## src/rtl/mem_bus_arbiter.sv

```systemverilog
// mem_bus_arbiter: shares the external memory bus between the instruction
// cache (F side) and the data writeback cache controller (M side). A grant
// is held for the whole multi-beat transaction while the owner keeps its
// request high.
// Optional feature: define MEM_BUS_ARB_ROUND_ROBIN_EN to give ties to the
// master that did not own the bus last; otherwise M wins every tie.
module mem_bus_arbiter #(
   parameter int BURSTLEN = 4
) (
   input  logic                                     clk,
   input  logic                                     reset,
   input  logic                                     HRequestF,
   input  logic                                     HWriteF,
   input  logic [31:0]                              HAddrF,
   input  logic                                     HRequestM,
   input  logic                                     HWriteM,
   input  logic [31:0]                              HAddrM,
   input  logic [31:0]                              HWDataM,
   input  logic [3:0]                               ByteMaskM,
   input  logic                                     BusReady,
   output logic                                     HRequest,
   output logic                                     HWrite,
   output logic [31:0]                              HAddr,
   output logic [31:0]                              HWData,
   output logic [3:0]                               HByteMask,
   output logic                                     BusReadyF,
   output logic                                     BusReadyM,
   output logic                                     GrantF,
   output logic                                     GrantM,
   output logic [((BURSTLEN > 1) ? $clog2(BURSTLEN) : 1)-1:0] BeatCount
);

   localparam int BW = (BURSTLEN > 1) ? $clog2(BURSTLEN) : 1;

   typedef enum logic [1:0] {
      IDLE  = 2'd0,
      OWN_F = 2'd1,
      OWN_M = 2'd2
   } state_t;

   state_t          state_q, state_d;
   logic            GrantF_q, GrantM_q;
   logic [BW-1:0]   BeatCount_q, BeatCount_d;
   logic            pick_f;   // winner of a simultaneous request in IDLE

`ifdef MEM_BUS_ARB_ROUND_ROBIN_EN
   logic            LastOwnerM_q;   // 1: M was the most recent owner
   assign pick_f = LastOwnerM_q;
`else
   assign pick_f = 1'b0;
`endif

   // Next owner: grants are only released when the owner drops its request.
   always_comb begin
      state_d = state_q;
      case (state_q)
         IDLE: begin
            if (HRequestF && HRequestM) state_d = pick_f ? OWN_F : OWN_M;
            else if (HRequestM)         state_d = OWN_M;
            else if (HRequestF)         state_d = OWN_F;
            else                        state_d = IDLE;
         end
         OWN_F:   if (!HRequestF) state_d = HRequestM ? OWN_M : IDLE;
         OWN_M:   if (!HRequestM) state_d = HRequestF ? OWN_F : IDLE;
         default: state_d = IDLE;
      endcase
   end

   // Beat counter: restarts on every new grant, counts forwarded ready pulses.
   always_comb begin
      BeatCount_d = BeatCount_q;
      if (state_d != state_q || state_d == IDLE)
         BeatCount_d = '0;
      else if (BusReady)
         BeatCount_d = (BeatCount_q == BW'(BURSTLEN - 1)) ? '0 : BeatCount_q + 1'b1;
   end

   // Arbiter state, registered grants and beat count.
   always_ff @(posedge clk or negedge reset) begin
      if (!reset) begin
         state_q      <= IDLE;
         GrantF_q     <= 1'b0;
         GrantM_q     <= 1'b0;
         BeatCount_q  <= '0;
`ifdef MEM_BUS_ARB_ROUND_ROBIN_EN
         LastOwnerM_q <= 1'b0;
`endif
      end else begin
         state_q     <= state_d;
         GrantF_q    <= (state_d == OWN_F);
         GrantM_q    <= (state_d == OWN_M);
         BeatCount_q <= BeatCount_d;
`ifdef MEM_BUS_ARB_ROUND_ROBIN_EN
         if (state_d == OWN_M && state_q != OWN_M)      LastOwnerM_q <= 1'b1;
         else if (state_d == OWN_F && state_q != OWN_F) LastOwnerM_q <= 1'b0;
`endif
      end
   end

   // Bus mux: zero-latency copy of the owner's signals, all zero when idle.
   always_comb begin
      HRequest  = 1'b0;
      HWrite    = 1'b0;
      HAddr     = '0;
      HWData    = '0;
      HByteMask = '0;
      if (GrantF_q) begin
         HRequest  = HRequestF;
         HWrite    = HWriteF;
         HAddr     = HAddrF;
         HByteMask = 4'b1111;   // instruction fetches are full-word reads
      end else if (GrantM_q) begin
         HRequest  = HRequestM;
         HWrite    = HWriteM;
         HAddr     = HAddrM;
         HWData    = HWDataM;
         HByteMask = ByteMaskM;
      end
   end

   assign BusReadyF = BusReady & GrantF_q;
   assign BusReadyM = BusReady & GrantM_q;
   assign GrantF    = GrantF_q;
   assign GrantM    = GrantM_q;
   assign BeatCount = BeatCount_q;

endmodule

```

## config.mk

```make
export PLATFORM = sky130hd
export DESIGN_NAME = mem_bus_arbiter
export DESIGN_NICKNAME = d
export VERILOG_FILES = /design/src/rtl/mem_bus_arbiter.sv
export SDC_FILE = /design/constraint.sdc
export NUM_CORES = 1
export LEC_CHECK = 0
export BUFFER_PORTS_ARGS = -buffer_cell sky130_fd_sc_hd__clkbuf_2
export CORE_AREA = 10 10 74 76
export CTS_CLUSTER_DIAMETER = 120
export CTS_CLUSTER_SIZE = 20
export DETAILED_ROUTE_END_ITERATION = 8
export DIE_AREA = 0 0 84 86
export PLACE_DENSITY = 0.78
export SLEW_MARGIN = 15
export SYNTH_ARGS = -nofsm -noshare
export SYNTH_HDL_FRONTEND = slang
export SYNTH_SLANG_ARGS = --single-unit
```

## constraint.sdc

```tcl
create_clock -name clk -period 1.2 [get_ports clk]
set_input_delay 0.18 -clock clk [delete_from_list [all_inputs] [get_ports clk]]
set_output_delay 0.18 -clock clk [all_outputs]
set_load 0.02 [all_outputs]
```

==> results.sh <==
export IMPL_placed_cell_area_mm2=0.00194
export IMPL_route_vias_total=1580
export IMPL_fin_crit_ps=1540
export IMPL_clock_skew_ps=4.18
export IMPL_hold_class="in2reg"
export IMPL_hold_viol_final=0
export IMPL_path_class="reg2out"
export IMPL_final_area_mm2=0.00252
export IMPL_rr_endpoint="BeatCount[0]$_DFFE_PN0P_"
export IMPL_diodes=0
export IMPL_grt_max_degree=35
export IMPL_drc=0
export IMPL_cap_viol_max_count=0
export IMPL_tightest_slew_ps=147
export IMPL_slew_limit_headroom_pct=89.9
export IMPL_die_area_mm2=0.00722
export IMPL_ir_worst_vdd_uv=606
export IMPL_insertion_delay_ps=230
export IMPL_cpPeakStageDelay_ps=420
export IMPL_grt_pass1_vias=1713
export IMPL_grt_overflow_total=0
export IMPL_clock_fmax_ghz=0.648
export IMPL_grt_use_total_pct=16.9
export IMPL_crit_end="HAddr[25]"
export IMPL_synthAdderAreaFrac_pct=1.37
export IMPL_place_ws_ps=-107
export IMPL_critPathCaptureType="output pin"
export IMPL_p_per_area_mw_per_mm2=734
export IMPL_fin_crit_sh_pct=129
export IMPL_ys_flop_type="dfrtp_1"
export IMPL_die_w_um=84
export IMPL_layout_commonest_cell="clkbuf_2"
export IMPL_crit_path_max_fanout=8
export IMPL_timing_hold_ws_ps=226
export IMPL_rsz0062_at_grt="true"
export IMPL_crit_reg2reg_launch="BeatCount[0]$_DFFE_PN0P_"
export IMPL_path_clk_slew_ps=40
export IMPL_slowest_stage="dfrtp_2"
export IMPL_utilization_pct=63.5
export IMPL_layout_common_cells="clkbuf_2 (109), a22o_1 (33), clkbuf_8 (31)"
export IMPL_cts_root_buf="clkbuf_8"
export IMPL_path_cells="buf_4, buf_4, a22o_1, buf_4"
export IMPL_synth_compound_gate_area_share_pct=37.4
export IMPL_initial_utilization_pct=23.0
export IMPL_io_buffers=182
export IMPL_via_per_inst=4.63
export IMPL_rr_worst_depth=3
export IMPL_cp_start_kind="flop"
export IMPL_worstPathRequired_ps=1020
export IMPL_design_core_area_mm2=0.00397
export IMPL_core_rowCount=23
export IMPL_yosysSeqAreaShare_pct=16.5
export IMPL_detail_route_antenna_nets=0
export IMPL_drt_wl_total_um=7030
export IMPL_ys_seq_elements=6
export IMPL_gp_congestion=0.756
export IMPL_clock_sinks=6
export IMPL_synth_top_family_by_area="compound AO/OA/AOI/OAI gates"
export IMPL_syn_avg_cell_area_um2=8.60
export IMPL_synth_xor_area_share_pct=0
export IMPL_dr_first_iter_drc_count=43
export IMPL_synth_warnings=0
export IMPL_status="finished with violations"
export IMPL_syn_inst=106
export IMPL_drive_above_1_share_pct=77.0
export IMPL_syn_to_final_growth_pct=176
export IMPL_synthMuxAreaShare_pct=2.19
export IMPL_htreeDepth=1
export IMPL_critPathLaunch="GrantF$_DFF_PN0_"
export IMPL_die_y_um=86
export IMPL_crit_arrival_ps=1360
export IMPL_clock_tree_buffer_depth=2
export IMPL_io_pins=183
export IMPL_dpl_hpwl_um=5170
export IMPL_antenna_found_initial=0
export IMPL_numCtsBuffers=3
export IMPL_grt_pass1_wl_um=10000
export IMPL_synth_edff_count=0
export IMPL_finalSetupViolCount=72
export IMPL_cts_tree="yes"
export IMPL_setup_ws_ps=-343
export IMPL_ys_async_sr_fraction_pct=100
export IMPL_syn_nets=214
export IMPL_ys_types=18
export IMPL_leakagePower_nw=1.42
export IMPL_firstDrtPassIters=4
export IMPL_cp_common_cell="buf_4"
export IMPL_reg2reg_setup_slack_ps=60
export IMPL_synth_simple_area_share_pct=31.7
export IMPL_nNetsFinal=400
export IMPL_netlist_area_um2=912
export IMPL_slew_viol_final=0
export IMPL_routedWlPerCell_um=20.6
export IMPL_failed_checks="negative setup slack"
[cell usage after synthesis, types with 2 or more instances]
master    instances  area share (%)
a21o_1            4             3.3
a22o_1           33              32
and2_1           38              26
buf_6             3             3.7
buf_8             3             4.9
clkbuf_1          4             1.6
dfrtp_1           6              16
mux2i_1           2             2.2
nand2_1           2            0.82
nand3b_1          2             1.6
o21ai_0           2             1.1
[metal layers]
metal | global-route usage, % | part of all wire [%] | routed length [um]
met1 | 16.1 | 34 | 2370
met2 | 33.5 | 57 | 4020
met3 | 5.30 | 7.1 | 497
met4 | 5.33 | 2.0 | 142
met5 | 0 | 0 | 0
[worst max-delay path, delay by kind of cell, from the launching register on]
kind | cells | cell delay, ps
AOI/OAI and AO/OA | 1 | 220
DFF | 1 | 420
buffers and inverters | 3 | 490
[stage by stage]
stage                     TNS, ps  power (mW)  std cells
after detailed placement    -5150        1.24        335
after global routing       -24780        1.95        341
after CTS                  -21710        1.75        340
after floorplan             -4520       0.816        106
final                      -20650        1.85        341
after global placement      -3570        1.23        335
[worst min path at each step]
stage                     startpoint                       end  slack, ps  cells past startpoint
after global routing       HRequestF          GrantF$_DFF_PN0_        250                      2
after floorplan                reset  BeatCount[0]$_DFFE_PN0P_       -120                      0
after CTS                  HRequestM          GrantM$_DFF_PN0_        220                      2
after detailed placement       reset  BeatCount[1]$_DFFE_PN0P_         20                      1
after global placement         reset  BeatCount[1]$_DFFE_PN0P_         10                      1
final                      HRequestM          GrantM$_DFF_PN0_        230                      2
[cell families after synthesis]
family	Yosys count
simple gates	45
buf+inv	11
compound gates	41
mux	2
flops	6
fa+ha+maj	1
[flip-flops by register name, summed over array words and instances, names as in the netlist]
signal,flops
BeatCount,2
GrantF,1
GrantM,1
state_q,2
[power breakdown]
group          switching [mW]  leakage [nW]  internal [mW]
Sequential             0.0116        0.0734          0.218
Clock                  0.0942        0.0228          0.229
Combinational           0.604          1.33          0.694
Total                   0.710          1.42           1.14
[timing repair]
action                                  4_1_cts  5_1_grt
hold buffers                                  1        0
cloned                                        0        0
gates resized for setup                     103       72
pin swaps                                     1        0
setup buffers                                 0        1
endpoints found under the setup margin       73       74
hold endpoints to repair                      6        0
[final cells by class]
class | count | area (um^2)
repair buffers | 192 | 1540
clock buffers | 4 | 45.0
multi-input cells | 89 | 718
flip-flops and latches | 6 | 154
well taps | 50 | 62.6
fillers | 302 | 1450
Note: power is estimated with default switching activity, not from simulation.
